<file path="src/rtl/traffic_pkg.sv">
// traffic_pkg: state codes, light codes, LED patterns and BCD helpers for the phase scheduler
package traffic_pkg;
  typedef enum logic [3:0] {
    G1 = 4'd0, G1F = 4'd1, Y1 = 4'd2, AR1 = 4'd3,
    G2 = 4'd4, G2F = 4'd5, Y2 = 4'd6, AR2 = 4'd7, NIGHT = 4'd8
  } state_t;
  localparam logic [1:0] MODE_GREEN  = 2'b00;
  localparam logic [1:0] MODE_FLASH  = 2'b01;
  localparam logic [1:0] MODE_YELLOW = 2'b10;
  localparam logic [1:0] MODE_RED    = 2'b11;
  localparam logic [5:0] LED_G1 = 6'b001_100;
  localparam logic [5:0] LED_Y1 = 6'b010_100;
  localparam logic [5:0] LED_AR = 6'b100_100;
  localparam logic [5:0] LED_G2 = 6'b100_001;
  localparam logic [5:0] LED_Y2 = 6'b100_010;
  function automatic logic [7:0] bcd_dec(logic [7:0] v);
    return (v[3:0] == 4'd0) ? {v[7:4] - 4'd1, 4'd9} : {v[7:4], v[3:0] - 4'd1};
  endfunction
  function automatic logic bcd_valid(logic [7:0] v);
    return v[7:4] <= 4'd9 && v[3:0] <= 4'd9;
  endfunction
endpackage

</file>
<file path="src/rtl/traffic_phase_sched_if.sv">
// traffic_phase_sched_if: control inputs and light/countdown outputs of the phase scheduler
interface traffic_phase_sched_if;
  logic       tick;
  logic       day_night;
  logic [1:0] ped_req;
  logic [1:0] emerg;
  logic [5:0] light_led;
  logic [1:0] light_mode;
  logic [7:0] cnt;
  logic [3:0] phase;
  logic [1:0] ped_pend;
  modport master(output tick, day_night, ped_req, emerg,
                 input light_led, light_mode, cnt, phase, ped_pend);
  modport slave(input tick, day_night, ped_req, emerg,
                output light_led, light_mode, cnt, phase, ped_pend);
endinterface

</file>
<file path="src/rtl/bcd_dn_cnt2.sv">
// bcd_dn_cnt2: two-digit BCD down counter with parallel load
module bcd_dn_cnt2 import traffic_pkg::*; #(
  parameter logic [7:0] RST_VAL = 8'h25
) (
  input  logic       clk,
  input  logic       rst,
  input  logic       load,
  input  logic [7:0] load_val,
  input  logic       dec,
  output logic [7:0] cnt
);
  always_ff @(posedge clk) begin
    if (rst) cnt <= RST_VAL;
    else if (load) cnt <= load_val;
    else if (dec) cnt <= bcd_dec(cnt);
  end
endmodule

</file>
<file path="src/rtl/traffic_phase_sched.sv">
// traffic_phase_sched: two-road phase FSM with pedestrian cut and night flash; TRAFFIC_EMERG_PREEMPT_EN adds emergency preemption
module traffic_phase_sched import traffic_pkg::*; #(
  parameter logic [7:0] GREEN_TIME  = 8'h25,
  parameter logic [7:0] FLASH_TIME  = 8'h04,
  parameter logic [7:0] YELLOW_TIME = 8'h03,
  parameter logic [7:0] ALLRED_TIME = 8'h02,
  parameter logic [7:0] PED_CUT     = 8'h05
) (
  input logic clk,
  input logic reset,
  traffic_phase_sched_if.slave bus
);
  if (!(bcd_valid(GREEN_TIME) && bcd_valid(FLASH_TIME) && bcd_valid(YELLOW_TIME) &&
        bcd_valid(ALLRED_TIME) && bcd_valid(PED_CUT) && GREEN_TIME != 8'h00 &&
        FLASH_TIME != 8'h00 && YELLOW_TIME != 8'h00 && ALLRED_TIME != 8'h00 &&
        PED_CUT != 8'h00)) begin : g_bad_param
    $error("traffic_phase_sched: phase times must be nonzero BCD");
  end
  state_t state, state_n, jump_to;
  logic flash_ph, flash_n, load, dec, emerg_jump, emerg_hold;
  logic [7:0] load_val, cnt;
  logic [1:0] ped_pend, pend_n;
  function automatic logic [7:0] dur(state_t s);
    return (s == G1 || s == G2) ? GREEN_TIME : (s == G1F || s == G2F) ? FLASH_TIME :
           (s == Y1 || s == Y2) ? YELLOW_TIME : (s == AR1 || s == AR2) ? ALLRED_TIME : 8'h00;
  endfunction
`ifdef TRAFFIC_EMERG_PREEMPT_EN
  // road-1 emergency wins over road-2 when both are asserted
  assign emerg_jump = (bus.emerg[0] && (state == G2 || state == G2F)) ||
                      (!bus.emerg[0] && bus.emerg[1] && (state == G1 || state == G1F));
  assign emerg_hold = (bus.emerg[0] && state == G1) || (bus.emerg[1] && state == G2);
  assign jump_to = (state == G2 || state == G2F) ? Y2 : Y1;
`else
  assign emerg_jump = 1'b0;
  assign emerg_hold = 1'b0;
  assign jump_to = Y1;
`endif
  always_comb begin
    state_n = state;
    load = 1'b0;
    load_val = 8'h00;
    dec = 1'b0;
    if (!bus.day_night) begin
      state_n = NIGHT;
      load = 1'b1;
    end else if (state == NIGHT) begin
      state_n = AR2;
      load = 1'b1;
      load_val = ALLRED_TIME;
    end else if (bus.tick) begin
      if (emerg_jump) begin
        state_n = jump_to;
        load = 1'b1;
        load_val = YELLOW_TIME;
      end else if (!emerg_hold) begin
        if (cnt == 8'h01) begin
          state_n = (state == AR2) ? G1 : state_t'(state + 4'd1);
          load = 1'b1;
          load_val = dur(state_n);
        end else if (((state == G1 && ped_pend[0]) || (state == G2 && ped_pend[1])) && cnt > PED_CUT) begin
          load = 1'b1;
          load_val = PED_CUT;
        end else dec = 1'b1;
      end
    end
  end
  // new requests are set after entry clears, so a same-cycle request survives
  assign pend_n = (state == NIGHT || state_n == NIGHT) ? 2'b00 :
                  (ped_pend & ~{state_n == Y2 && state != Y2, state_n == Y1 && state != Y1}) | bus.ped_req;
  assign flash_n = (state_n != state && (state_n == G1F || state_n == G2F || state_n == NIGHT)) ? 1'b1 :
                   (bus.tick && (state == G1F || state == G2F || state == NIGHT)) ? ~flash_ph : flash_ph;
  always_ff @(posedge clk) begin
    if (reset) begin
      state <= G1;
      flash_ph <= 1'b0;
      ped_pend <= 2'b00;
    end else begin
      state <= state_n;
      flash_ph <= flash_n;
      ped_pend <= pend_n;
    end
  end
  bcd_dn_cnt2 #(.RST_VAL(GREEN_TIME)) u_cnt (
    .clk(clk), .rst(reset), .load(load), .load_val(load_val), .dec(dec), .cnt(cnt)
  );
  assign bus.cnt = cnt;
  assign bus.phase = state;
  assign bus.ped_pend = ped_pend;
  assign bus.light_mode = (state == G1) ? MODE_GREEN : (state == G1F) ? MODE_FLASH :
                          (state == Y1) ? MODE_YELLOW : MODE_RED;
  assign bus.light_led = (state == G1) ? LED_G1 : (state == Y1) ? LED_Y1 :
                         (state == G2) ? LED_G2 : (state == Y2) ? LED_Y2 :
                         (state == G1F) ? {2'b00, flash_ph, 3'b100} :
                         (state == G2F) ? {5'b10000, flash_ph} :
                         (state == NIGHT) ? {1'b0, flash_ph, 2'b00, flash_ph, 1'b0} : LED_AR;
endmodule

</file>
<file path="src/flat_wrapper.sv">
// flat-port wrapper written by rule: the top's interface ports become plain ports
module traffic_phase_sched_flat import traffic_pkg::*;
#(
  parameter logic [7:0] GREEN_TIME  = 8'h25,
  parameter logic [7:0] FLASH_TIME  = 8'h04,
  parameter logic [7:0] YELLOW_TIME = 8'h03,
  parameter logic [7:0] ALLRED_TIME = 8'h02,
  parameter logic [7:0] PED_CUT     = 8'h05
)
  (clk, reset, bus_tick, bus_day_night, bus_ped_req, bus_emerg, bus_light_led, bus_light_mode, bus_cnt, bus_phase, bus_ped_pend);
  traffic_phase_sched_if bus_i ();
  input logic clk;
  input logic reset;
  input wire logic [$bits(bus_i.tick)-1:0] bus_tick;
  input wire logic [$bits(bus_i.day_night)-1:0] bus_day_night;
  input wire logic [$bits(bus_i.ped_req)-1:0] bus_ped_req;
  input wire logic [$bits(bus_i.emerg)-1:0] bus_emerg;
  output wire logic [$bits(bus_i.light_led)-1:0] bus_light_led;
  output wire logic [$bits(bus_i.light_mode)-1:0] bus_light_mode;
  output wire logic [$bits(bus_i.cnt)-1:0] bus_cnt;
  output wire logic [$bits(bus_i.phase)-1:0] bus_phase;
  output wire logic [$bits(bus_i.ped_pend)-1:0] bus_ped_pend;
  assign bus_i.tick = bus_tick;
  assign bus_i.day_night = bus_day_night;
  assign bus_i.ped_req = bus_ped_req;
  assign bus_i.emerg = bus_emerg;
  assign bus_light_led = bus_i.light_led;
  assign bus_light_mode = bus_i.light_mode;
  assign bus_cnt = bus_i.cnt;
  assign bus_phase = bus_i.phase;
  assign bus_ped_pend = bus_i.ped_pend;
  traffic_phase_sched #(.GREEN_TIME(GREEN_TIME), .FLASH_TIME(FLASH_TIME), .YELLOW_TIME(YELLOW_TIME), .ALLRED_TIME(ALLRED_TIME), .PED_CUT(PED_CUT)) u_core (.clk(clk), .reset(reset), .bus(bus_i));
endmodule
</file>
<file path="config.mk">
export PLATFORM = sky130hd
export DESIGN_NAME = traffic_phase_sched_flat
export DESIGN_NICKNAME = d
export VERILOG_FILES = /design/src/rtl/traffic_pkg.sv /design/src/rtl/traffic_phase_sched_if.sv /design/src/rtl/bcd_dn_cnt2.sv /design/src/rtl/traffic_phase_sched.sv /design/src/flat_wrapper.sv
export SDC_FILE = /design/constraint.sdc
export NUM_CORES = 1
export LEC_CHECK = 0
export ABC_AREA = 0
export ABC_CLOCK_PERIOD_IN_PS = 2850
export BUFFER_PORTS_ARGS = -buffer_cell sky130_fd_sc_hd__buf_2
export CAP_MARGIN = 20
export CORE_UTILIZATION = 45
export DETAILED_ROUTE_END_ITERATION = 8
export PLACE_DENSITY = 0.8
export SYNTH_ARGS = -nofsm -noshare
export SYNTH_HDL_FRONTEND = slang
export SYNTH_SLANG_ARGS = --single-unit
</file>
<file path="constraint.sdc">
create_clock -name clk -period 2.85 [get_ports clk]
set_clock_uncertainty 0.05 [all_clocks]
set_input_delay 0.7125 -clock clk [delete_from_list [all_inputs] [get_ports clk]]
set_output_delay 0.7125 -clock clk [all_outputs]
set_load 0.05 [all_outputs]
</file>
==> results.cfg <==
[layout]
syn_to_final_growth_pct = 17.6
finalInstanceArea_sq_um = 1450
nets = 197
post-route-util_pct = 57.3
instances_no_fill = 213
n_fill_cell = 237
layout-drive-gt1-share_pct = 25.7
diodes = 0

[clock_tree]
cts_buffers = 3
ctsHoldBuffers = 0
clock-sinks = 15
clkLatencyLatePin_ns = 0.29
clockRootBuffer = clkbuf_4
clockBufferDepth = 2
clkTransAtPathRegs_ns = 0.09
cts_resized = 0
h-tree-depth = 1
postCtsSetupRepairBufs = 0
cts_tree = built

[drt]
vias = 1330
viasPerCell = 6.24
wirelength_mm = 3.29
ant_nets = 0
wire_per_inst_microns = 15.5
first_pass_iters = 5
drcViolationCount = 0
dr.first_iter.drc_count = 62

[yosys]
syn_nets = 171
syn_area_sq_um = 1230
yosys-top-cells-count = nor2_1 (20), dfxtp_1 (15), a21oi_1 (12)
yosys-top-cells-area = dfxtp_1 (24%), nor2_1 (6.1%), ha_1 (5.1%), a21oi_1 (4.9%), nand2_1 (3.4%)
ys_async_sr_fraction_pct = 0
yosys_warnings = 0
synth_edf_count = 0
yosysMostFrequentCell = nor2_1
syn_inst = 158
ys.flop_type = dfxtp_1
ys_types = 53
syn_area_per_cell_sq_um = 7.78
ys_seq_area_share_pct = 24.4
synth_top_area_cell = dfxtp_1
ys_seq_elements = 15
synth_top_area_share_pct = 24.4

[grt]
grt_max_degree = 18
grt-ovfl-total = 0
grtUsageTotal_pct = 24.3
first_global_vias = 1132
grt_pass1_wl_mm = 5.21
antenna_found_initial = 0

[timing]
fin_hold_ws_ns = 0.517
fin_setup_tns_ns = 0
rsz0062_at_grt = false
slew_headroom_pct = 54.4
hold_violations = 0
slew_violations = 0
setup_viol = 0
final.period_utilization_pct = 90.9
worst_slack_ns = 0.258
fmax_mhz = 386
tightest_slew_ns = 0.677
fin_crit_ns = 2.59

[setup_path]
required_ns = 2.09
end_kind = output pin
crit_start = u_core.bus.phase[0]
critical_path_class = reg2out
r2r_setup_slack_ns = 0.36
crit_arrival_ns = 1.83
reg2regPathDepth = 7
r2r_start = u_core.bus.phase[0]
start_kind = register
timing.rr.end = u_core.bus.ped_pend[1]
endpoint = bus_light_led[4]
worstPathMaxFanout = 14

[placed_design]
gp_congestion = 0.941
dpl.cell_count = 209
io_buffers = 27
preCtsSetupSlack_ns = 0.308
hpwl_mm = 2.50
place_area_sq_um = 1420

[floorplanning]
core-area_sq_um = 2520
start_util_pct = 48.8
die-area_sq_um = 2950
die_y_microns = 54.3
ios = 30
fp-row-count = 18
die_w_microns = 54.3

[power]
total_power_mw = 0.662
power.density_nw_per_um2 = 458
leakage_nw = 0.607
max-vdd-ir-drop_mv = 0.322

[job]
drv_cap = 0

[outcome]
status = complete, no violations

[worst_hold_path]
worstHoldPathType = reg2reg
==> worst min path at each step <==
| stage | cells after the start | startpoint | slack, ns | endpoint |
|---|---|---|---|---|
| 6_report | 1 | u_core.bus.ped_pend[0] | 0.52 | u_core.bus.ped_pend[0] |
| 5_1_grt | 1 | u_core.bus.ped_pend[1] | 0.54 | u_core.bus.ped_pend[1] |
| 4_1_cts | 1 | u_core.bus.ped_pend[0] | 0.52 | u_core.bus.ped_pend[0] |
| 3_5_place_dp | 1 | u_core.bus.ped_pend[0] | 0.49 | u_core.bus.ped_pend[0] |
| 3_3_place_gp | 2 | u_core.u_cnt.cnt[4] | 0.49 | u_core.u_cnt.cnt[4] |
| 2_1_floorplan | 2 | u_core.flash_ph | 0.60 | u_core.flash_ph |
==> final cells by class <==
cell class / count / area [sq um] / area share [%]
clock buffer: 3 / 22.5 / 1.56
clock inverter: 1 / 5.00 / 0.346
inverter: 8 / 30.0 / 2.08
multi-input combinational: 126 / 893 / 61.8
sequential: 15 / 300 / 20.8
tap: 30 / 37.5 / 2.60
timing repair buffer: 30 / 158 / 10.9
==> power breakdown <==
| group | switching, mW | internal (mW) | leakage [nW] | total, mW |
|---|---|---|---|---|
| Clock | 0.0723 | 0.0522 | 0.0177 | 0.124 |
| Sequential | 0.0252 | 0.224 | 0.123 | 0.250 |
| Combinational | 0.197 | 0.0910 | 0.465 | 0.288 |
| Total | 0.294 | 0.368 | 0.607 | 0.662 |
==> worst max-delay path, cell delays in order, from the launching register on <==
cell	delay (ns)
dfxtp_1	0.33
inv_1	0.13
ha_1	0.46
nand3_1	0.13
o31a_1	0.15
nor2_4	0.08
buf_2	0.26
==> sequential cells by signal, summed over array words and instances (netlist names) <==
| name | count |
|---|---|
| u_core.u_cnt.cnt | 8 |
| u_core.flash_ph | 1 |
| u_core.bus.ped_pend | 2 |
| u_core.bus.phase | 4 |
==> cell usage in the layout (no fill, tap or decap), types with 2 or more instances in the layout <==
master	Yosys	layout
nor3_1	3	2
clkbuf_4	0	3
nor2_4	1	2
nand2_1	11	11
a211oi_1	3	3
o2111a_1	2	2
a22oi_1	2	2
nor2b_1	2	2
a21oi_1	12	12
or4b_1	2	2
a31oi_1	3	3
ha_1	5	5
inv_1	8	8
buf_4	0	3
xnor2_1	3	3
mux2i_1	3	3
nor4_1	2	2
nand2b_1	4	4
o21ai_1	0	2
nand4_1	2	2
buf_2	0	27
nor2_1	20	18
o21ai_0	8	6
a21o_1	3	3
xor2_1	2	2
nand3_1	4	4
dfxtp_1	15	15
a41oi_1	2	2
==> logic make-up (layout without fill, tap and decap cells) <==
family / count (synthesis) / in the layout / synth area share (%)
adder cells (fa/ha/maj): 5 / 5 / 5.09
XOR/XNOR: 5 / 5 / 3.56
AND/OR/NAND/NOR: 63 / 63 / 30.1
flip-flops: 15 / 15 / 24.4
buffers and inverters: 17 / 42 / 5.29
AO/OA/AOI/OAI: 49 / 49 / 27.9
multiplexers: 4 / 4 / 3.66
==> per-layer routing <==
metal / GRT usage [%] / up-vias / wire (microns)
met3: 1.94 / 7 / 238
met2: 40.4 / 70 / 1580
met4: 8.12 / 0 / 39
met1: 32.7 / 605 / 1430
met5: 0 / - / 0
li1: - / 648 / -
No activity file was read; power rests on OpenSTA's default activity.
